[config.mk]
export PLATFORM = sky130hd
export DESIGN_NAME = long_divider
export DESIGN_NICKNAME = d
export VERILOG_FILES = /design/src/rtl/div_pkg.sv /design/src/rtl/div_step.sv /design/src/rtl/long_divider.sv
export SDC_FILE = /design/constraint.sdc
export NUM_CORES = 1
export LEC_CHECK = 0
export BUFFER_PORTS_ARGS = -buffer_cell sky130_fd_sc_hd__clkbuf_2
export CORE_MARGIN = 2
export CORE_UTILIZATION = 23
export CTS_BUF_LIST = sky130_fd_sc_hd__clkbuf_8 sky130_fd_sc_hd__clkbuf_16
export DETAILED_ROUTE_END_ITERATION = 6
export GPL_ROUTABILITY_DRIVEN = 0
export SYNTH_ARGS = -nofsm -noshare
export SYNTH_HDL_FRONTEND = slang
export SYNTH_SLANG_ARGS = --single-unit
[constraint.sdc]
create_clock -name clk -period 3.25 [get_ports clk]
set_clock_uncertainty 0.1 [all_clocks]
set_input_delay 0.325 -clock clk [delete_from_list [all_inputs] [get_ports clk]]
set_output_delay 0.325 -clock clk [all_outputs]
set_load 0.02 [all_outputs]
[src/rtl/div_pkg.sv]
// Shared definitions for the restoring divider and the exponentiator it feeds.
package div_pkg;

  localparam int DIV_WIDTH = 32;
  localparam int DIV_CNT_W = $clog2(DIV_WIDTH);

  typedef enum logic [1:0] {
    IDLE = 2'd0,
    CALC = 2'd1,
    DONE = 2'd2
  } div_state_e;

endpackage

[src/rtl/div_step.sv]
// One restoring division step: shift the next dividend bit into the partial
// remainder and subtract the divisor when it fits.
module div_step #(
  parameter int WIDTH = 32
) (
  input  logic [WIDTH:0]   p_i,
  input  logic             bit_i,
  input  logic [WIDTH-1:0] divisor_i,
  output logic [WIDTH:0]   p_o,
  output logic             q_o
);

  logic [WIDTH:0] p_shift;
  logic [WIDTH:0] dvs_ext;

  // The extra top bit keeps the shifted value exact even when the divisor MSB is set.
  assign p_shift = {p_i[WIDTH-1:0], bit_i};
  assign dvs_ext = {1'b0, divisor_i};
  assign q_o     = (p_shift >= dvs_ext);
  assign p_o     = q_o ? (p_shift - dvs_ext) : p_shift;

endmodule

[src/rtl/long_divider.sv]
// Iterative unsigned restoring divider, one quotient bit per clock, with a
// start/end pulse handshake shared with the modular exponentiator.
module long_divider
  import div_pkg::*;
#(
  parameter int WIDTH = DIV_WIDTH
) (
  input  logic             clk,
  input  logic             rst,
  input  logic             div_start,
  input  logic [WIDTH-1:0] dividend,
  input  logic [WIDTH-1:0] divisor,
  output logic [WIDTH-1:0] quotient,
  output logic [WIDTH-1:0] remainder,
  output logic             div_end,
  output logic             div_busy,
  output logic             div_err,
  output div_state_e       dbg_state_o
);

  localparam int CNT_W = $clog2(WIDTH);

  // Handshake: div_start is a one-cycle request honoured only in IDLE; the
  // result is valid during the single cycle div_end is high and is held after.
  div_state_e       state_q, state_d;
  logic [CNT_W-1:0] cnt_q, cnt_d;
  logic [WIDTH-1:0] dvd_q, dvd_d;
  logic [WIDTH-1:0] dvs_q, dvs_d;
  logic [WIDTH:0]   p_q, p_d;
  logic [WIDTH-1:0] quo_q, quo_d;
  logic [WIDTH-1:0] rem_q, rem_d;
  logic             end_q, end_d;
  logic             busy_q, busy_d;
  logic             err_q, err_d;

  logic [WIDTH:0]   step_p;
  logic             step_bit;

  div_step #(.WIDTH(WIDTH)) u_step (
    .p_i       (p_q),
    .bit_i     (dvd_q[WIDTH-1]),
    .divisor_i (dvs_q),
    .p_o       (step_p),
    .q_o       (step_bit)
  );

  always_comb begin
    state_d = state_q;
    cnt_d   = cnt_q;
    dvd_d   = dvd_q;
    dvs_d   = dvs_q;
    p_d     = p_q;
    quo_d   = quo_q;
    rem_d   = rem_q;
    end_d   = 1'b0;
    err_d   = err_q;
    case (state_q)
      IDLE: begin
        if (div_start) begin
          dvd_d   = dividend;
          dvs_d   = divisor;
          p_d     = '0;
          cnt_d   = CNT_W'(WIDTH - 1);
          err_d   = 1'b0;
          state_d = CALC;
        end
      end
      CALC: begin
        if (dvs_q == '0) begin
          quo_d   = '1;
          rem_d   = dvd_q;
          err_d   = 1'b1;
          end_d   = 1'b1;
          state_d = DONE;
        end else begin
          // The dividend register doubles as the quotient shift register.
          p_d   = step_p;
          dvd_d = {dvd_q[WIDTH-2:0], step_bit};
          cnt_d = cnt_q - 1'b1;
          if (cnt_q == '0) begin
            quo_d   = {dvd_q[WIDTH-2:0], step_bit};
            rem_d   = step_p[WIDTH-1:0];
            end_d   = 1'b1;
            state_d = DONE;
          end
        end
      end
      DONE:    state_d = IDLE;
      default: state_d = IDLE;
    endcase
    busy_d = (state_d != IDLE);
  end

  always_ff @(posedge clk) begin
    if (rst) begin
      state_q <= IDLE;
      cnt_q   <= '0;
      dvd_q   <= '0;
      dvs_q   <= '0;
      p_q     <= '0;
      quo_q   <= '0;
      rem_q   <= '0;
      end_q   <= 1'b0;
      busy_q  <= 1'b0;
      err_q   <= 1'b0;
    end else begin
      state_q <= state_d;
      cnt_q   <= cnt_d;
      dvd_q   <= dvd_d;
      dvs_q   <= dvs_d;
      p_q     <= p_d;
      quo_q   <= quo_d;
      rem_q   <= rem_d;
      end_q   <= end_d;
      busy_q  <= busy_d;
      err_q   <= err_d;
    end
  end

  assign quotient    = quo_q;
  assign remainder   = rem_q;
  assign div_end     = end_q;
  assign div_busy    = busy_q;
  assign div_err     = err_q;
  assign dbg_state_o = state_q;

endmodule

==> results of run 1 <==
[state kept, by name, indices dropped and copies added (netlist names)]
name,flops
div_busy,1
div_err,1
dvd_q,32
quotient,32
div_end,1
p_q,32
dbg_state_o,2
dvs_q,32
remainder,32
cnt_q,5
[area by class of cell]
class	instances	area, um2	area share (%)
clock inverters	15	198	1.76
clock buffers	17	425	3.78
repair buffers	187	1120	9.97
inverters	44	165	1.47
flip-flops and latches	170	3400	30.3
well taps	525	657	5.84
multi-input cells	884	5270	46.9
[cell usage after synthesis, types with 3 or more instances]
library cell / count
o211ai_1: 22
xnor2_1: 12
or2_2: 4
a31o_2: 5
o22ai_1: 32
o41ai_1: 9
buf_2: 8
nand2_1: 151
nand4_1: 12
inv_1: 44
a21o_1: 11
dfxtp_1: 170
xor2_1: 8
nor2b_1: 5
nor3_1: 22
ha_1: 33
o31ai_1: 6
and2_1: 4
nor4_1: 12
nor2_1: 106
o21a_1: 9
buf_1: 3
or3_1: 12
a31oi_1: 10
a311oi_1: 12
a21oi_1: 127
a211oi_1: 51
o41ai_2: 5
nand2b_1: 4
mux2i_1: 3
nand3_1: 50
clkbuf_1: 78
a221oi_1: 3
o21ai_0: 88
and3_1: 10
o21bai_1: 5
o31a_1: 4
and4_1: 4
[how the worst min path moves through the flow]
stage | start | to | slack, ps | cells past startpoint
2_1_floorplan | dvs_q[11] | dvs_q[11] | 350 | 2
3_3_place_gp | remainder[12] | remainder[12] | 350 | 2
3_5_place_dp | remainder[12] | remainder[12] | 350 | 2
4_1_cts | divisor[26] | dvs_q[26] | 2 | 3
5_1_grt | divisor[12] | dvs_q[12] | 10 | 3
6_report | divisor[3] | dvs_q[3] | 8 | 3
[worst register-to-register path: stages (launching register included)]
cell and delay, ps:
dfxtp_1 460, ha_1 360, a21oi_1 170, o21ai_0 150
or2_2 360, or4_1 490, a31oi_1 240, xnor2_1 180
mux2i_1 120, a2111oi_0 380
[routing by layer]
layer	track usage, %	up-vias	part of all wire, %
met4	5.21	0	2.8
met2	27.2	280	49
met5	0	-	0
met1	20.1	4548	43
met3	2.86	51	5.0
li1	-	4577	-
[metrics by stage]
stage               hold WS, ps  utilization (%)  worst slack, ps  area [um2]  cells
global placement            349             26.7              158       10500   1805
finish                     8.19             28.5              121       11200   1842
floorplan                   349                -              435        9150   1191
CTS                        2.00             28.3             88.7       11200   1838
global route               14.3             28.5            -8.84       11200   1842
detailed placement          351             26.7             92.9       10500   1805
[power groups by stage]
stage | logic, W | registers, W | clock network [W]
after floorplan | 0.00242 | 0.00255 | 0
after global placement | 0.00350 | 0.00257 | 0
after detailed placement | 0.00353 | 0.00257 | 0
after CTS | 0.00355 | 0.00252 | 0.00218
after global routing | 0.00402 | 0.00255 | 0.00227
final | 0.00368 | 0.00252 | 0.00216
[cells by family (layout without fill, tap and decap cells)]
group,after synthesis,after routing,share of synthesized area [%]
AOI/OAI and AO/OA,421,421,29.5
xor gates and xnor gates,20,20,1.91
adders and majority gates,34,34,4.73
buffers and inverters,137,263,5.97
DFF,170,170,37.2
muxes,4,4,0.451
and+or+nand+nor,405,405,20.2
[what timing repair did]
action | 4_1_cts | 5_1_grt
gates resized for setup | 0 | 15
buffers inserted | 0 | 4
hold buffers | 1 | 0
setup endpoints to repair | 0 | 48
hold endpoints to repair | 1 | 0
==> flow_summary_export.csv, run 1 <==
group,metric,value,unit
run_status,status,"finished, final reports clean",
clock_network,clkSinkCount,170,
timing,fin_setup_tns,0,ps
drt,ant_nets,0,
power_and_ir_drop,total_power,0.00837,W
floorplan,rows,73,
power_and_ir_drop,p_sw,0.00354,W
critical_path,reg2reg_depth,9,
critical_path,cp.depth,9,
worst_hold_path,hold_class,"primary input to register",
critical_path,crit_family,"compound AO/OA/AOI/OAI gates",
power_and_ir_drop,intPower,0.00482,W
synthesis,synth_edf_count,0,
critical_path,cp.arrival,3350,ps
drt,finalWirelength,33.4,mm
clock_network,root_buffer,"clkbuf_16",
synthesis,syn_area_per_cell,7.68,um2
global_route,grt_use_total,15.9,%
place,hpwl,25.0,mm
critical_path,startpoint_type,"register",
clock_network,clk_latency,450,ps
timing,slew_viol_final,0,
finish,layout.nets,1405,
critical_path,cp_slowest_cell,"or4_1",
place,port_buffers,135,
global_route,grt_pass1_wl,51.8,mm
clock_network,clkTransAtPathRegs,70,ps
finish,mostFrequentLayoutCells,"dfxtp_1 (170), nand2_1 (151), clkbuf_2 (134), a21oi_1 (125), nor2_1 (104)",
finish,final_common_cell,"dfxtp_1",
finish,drive_above_1_share,19.4,%
clock_network,ctsHtreeMaxLevel,4,
power_and_ir_drop,p_leak,4.48,nW
clock_network,cts_made_buffers,17,
timing,relSlewSlack,32.0,%
synthesis,yosysSeqAreaShare,37.2,%
critical_path,r2r-start,"p_q[15]",
critical_path,worstPathMaxFanout,7,
floorplan,die-area,0.0414,mm2
drt,vias_per_cell,5.13,
synthesis,postSynthCellCount,1191,
critical_path,critPathMaxStageDelay,490,ps
critical_path,crit_chain,"ha_1, a21oi_1, o21ai_0, or2_2, or4_1, a31oi_1, xnor2_1, mux2i_1, a2111oi_0",
synthesis,synth.area.top_cells,"dfxtp_1 (37%), a21oi_1 (6.9%), nand2_1 (6.2%)",
critical_path,cp-end-kind,"register",
synthesis,synth.top_cell.area_share,37.2,%
global_route,first_global_vias,9102,
floorplan,ios,136,
finish,area_growth,22.9,%
floorplan,start_util,23.2,%
synthesis,ys_ff_latch,170,
power_and_ir_drop,seqPwrFrac,30.2,%
critical_path,r2r_end,"remainder[23]",
power_and_ir_drop,cellPowerDensity,744,mW/mm2
timing,min_period,3130,ps
floorplan,core,0.0395,mm2
floorplan,die_x,203,um
drt,dr.pass1.iters,5,
finish,n_antenna_cell,0,
drt,drc,0,
synthesis,yosysWarnings,0,
clock_network,cts_tree,"yes",
timing,finalHoldViolCount,0,
synthesis,post-synth-top-area-cell,"dfxtp_1",
timing,min_period_over_period,96.3,%
timing,max_freq,320,MHz
drt,vias,9456,
synthesis,syn-num-nets,1292,
critical_path,path_class,"register to register",
floorplan,die_h,203,um
synthesis,synth-main-ff-cell,"dfxtp_1",
synthesis,synth_cell_type_count,68,
global_route,antenna_found_initial,0,
critical_path,startpoint,"p_q[15]",
drt,initialDrtViolationCount,914,
power_and_ir_drop,peakVddDrop,0.000362,V
global_route,grt_remaining_overflow,0,
power_and_ir_drop,swShare,42.4,%
power_and_ir_drop,clkPwrFrac,25.8,%
clock_network,ctsLongestPathBuffers,2,
synthesis,synthArstFlopShare,0,%
critical_path,crit_buf_inv,0,
critical_path,reg2reg_slack,120,ps
timing,worstMarginPinSlew,1020,ps
finish,nFillCells,4338,
global_route,grt_max_degree,124,
timing,setup_violations,0,
synthesis,syn_area,0.00915,mm2
critical_path,critPathRequiredTime,3470,ps
drt,avgRoutedWirePerCell,18.1,um
power_and_ir_drop,combPwrFrac,44.0,%
run,drv_cap,0,
critical_path,crit_path_end,"remainder[23]",
No activity file was read; power rests on OpenSTA's default activity.
==> run 2, diff against run 1 <==
- clock period: 3.25 -> 2.9 ns (I/O delays scaled with it)
==> run 2 against run 1 <==
  * The flow now finishes with violations (hold timing, setup timing)
  * First-iteration DRC count is 2.4% higher
  * Via count increased by 6.3%
  * Global-route usage rose by 0.58 points
  * Largest cell class unchanged
  * Highest routed layer unchanged
==> flow_summary_export.csv, run 2 (same netlist as run 1, synthesis figures left out) <==
group,metric,value,unit
timing,min_period_over_period,100,%
critical_path,cp.depth,13,
drt,vias_per_cell,5.19,
run_status,status,"complete, but fails checks",
timing,setup_violations,1,
worst_hold_path,hold_class,"primary input to register",
global_route,first_global_vias,9635,
critical_path,critPathMaxStageDelay,400,ps
place,place_ws,-204,ps
run,drv_cap,0,
critical_path,cp-end-kind,"register",
timing,max_freq,344,MHz
drt,vias,10054,
place,port_buffers,135,
power_and_ir_drop,p_leak,5.11,nW
critical_path,cp_slowest_cell,"or3_4",
timing,timing.hold.ws,-16.8,ps
floorplan,rows,73,
critical_path,critPathRequiredTime,3120,ps
critical_path,cp.arrival,3130,ps
timing,slew_viol_final,0,
drt,finalWirelength,35.3,mm
finish,drive_above_1_share,32.5,%
finish,layout.nets,1502,
drt,initialDrtViolationCount,936,
place,placed_cell_area,0.0112,mm2
clock_network,ctsHtreeMaxLevel,4,
floorplan,ios,136,
place,hpwl,25.6,mm
timing,relSlewSlack,28.3,%
finish,n_antenna_cell,0,
drt,ant_nets,0,
drt,dr.pass1.iters,5,
timing,worstMarginPinSlew,1070,ps
run_status,violations,"hold timing, setup timing",
finish,final_common_cell,"dfxtp_1",
worst_hold_path,worst_hold_path.num_cells,3,
finish,final_cell_count_no_fill,1939,
critical_path,path_class,"register to register",
global_route,antenna_found_initial,0,
drt,drc,0,
critical_path,worstPathMaxFanout,5,
critical_path,reg2reg_depth,13,
finish,final_area,0.0128,mm2
clock_network,cts_tree,"yes",
timing,min_period,2910,ps
clock_network,ctsLongestPathBuffers,2,
critical_path,crit_family,"compound AO/OA/AOI/OAI gates",
finish,area_growth,39.6,%
clock_network,root_buffer,"clkbuf_16",
global_route,grt_use_total,16.5,%
power_and_ir_drop,cellPowerDensity,834,mW/mm2
power_and_ir_drop,peakVddDrop,0.000490,V
global_route,grt_max_degree,92,
clock_network,clkTransAtPathRegs,70,ps
global_route,grt_remaining_overflow,0,
global_route,grt_pass1_wl,53.8,mm
floorplan,die_x,203,um
timing,worst_slack,-10.2,ps
clock_network,cts_made_buffers,17,
timing,fin_setup_tns,-10.2,ps
finish,mostFrequentLayoutCells,"dfxtp_1 (151), nand2_1 (148), clkbuf_2 (134), buf_4 (122), a21oi_1 (112)",
drt,avgRoutedWirePerCell,18.2,um
timing,rsz0062_at_grt,"true",
clock_network,clkSinkCount,170,
critical_path,startpoint_type,"register",
timing,finalHoldViolCount,13,
place,dp.cells,1882,
critical_path,crit_buf_inv,3,
critical_path,crit_chain,"inv_2, ha_4, inv_2, fa_2, a21o_1, a22o_1, a21oi_2, buf_6, a211o_1, a21oi_2, or3_4, a211oi_2, o21ai_1",
floorplan,start_util,23.2,%
floorplan,core,0.0395,mm2
clock_network,clk_latency,440,ps
floorplan,die_h,203,um
floorplan,die-area,0.0414,mm2
[run 2: worst min-delay path: stages]
cell,delay [ps]
clkbuf_2,100
nand2_1,50
a21oi_1,50
[run 2: metrics by stage]
stage / power, W / util, %
final: 0.0106 / 32.4
after global routing: 0.0112 / 32.4
after CTS: 0.00995 / 30.7
after detailed placement: 0.00741 / 28.3
after global placement: 0.00736 / 28.3
after floorplan: 0.00556 / -
[run 2: final timing paths]
check,from,end,slack [ps]
setup / recovery,dvd_q[31],remainder[26],-10
hold / removal,divisor[19],dvs_q[19],-20
setup reg to reg,dvd_q[31],remainder[26],-10
hold reg to reg,remainder[1],remainder[1],370
[run 2: power breakdown]
group	total [W]	internal, W	switching (W)
combinational	0.00552	0.00246	0.00306
clock	0.00228	0.00115	0.00113
sequential	0.00285	0.00258	0.000263
[run 2: final cells by class]
class / count / area [um2]
Clock buffer: 17 / 425
Clock inverter: 15 / 154
Fill cell: 4220 / 26700
Inverter: 44 / 165
Multi-Input combinational cell: 884 / 5900
Sequential cell: 170 / 3430
Tap cell: 525 / 657
Timing Repair Buffer: 284 / 2030
[run 2: timing repair]
item                                   4_1_cts  5_1_grt
endpoints found under the hold margin        6        0
buffers inserted                             6       12
hold buffers                                 6        0
pin swaps                                   22       60
cloned                                       1        1
resized for setup                           43      125
setup endpoints to repair                   60      102
[run 2: layer usage]
layer	vias up	wire length (um)	GRT usage [%]
met5	-	0	0
li1	4759	-	-
met3	66	1600	2.24
met1	4897	14800	20.5
met4	0	927	5.27
met2	332	17900	29.2
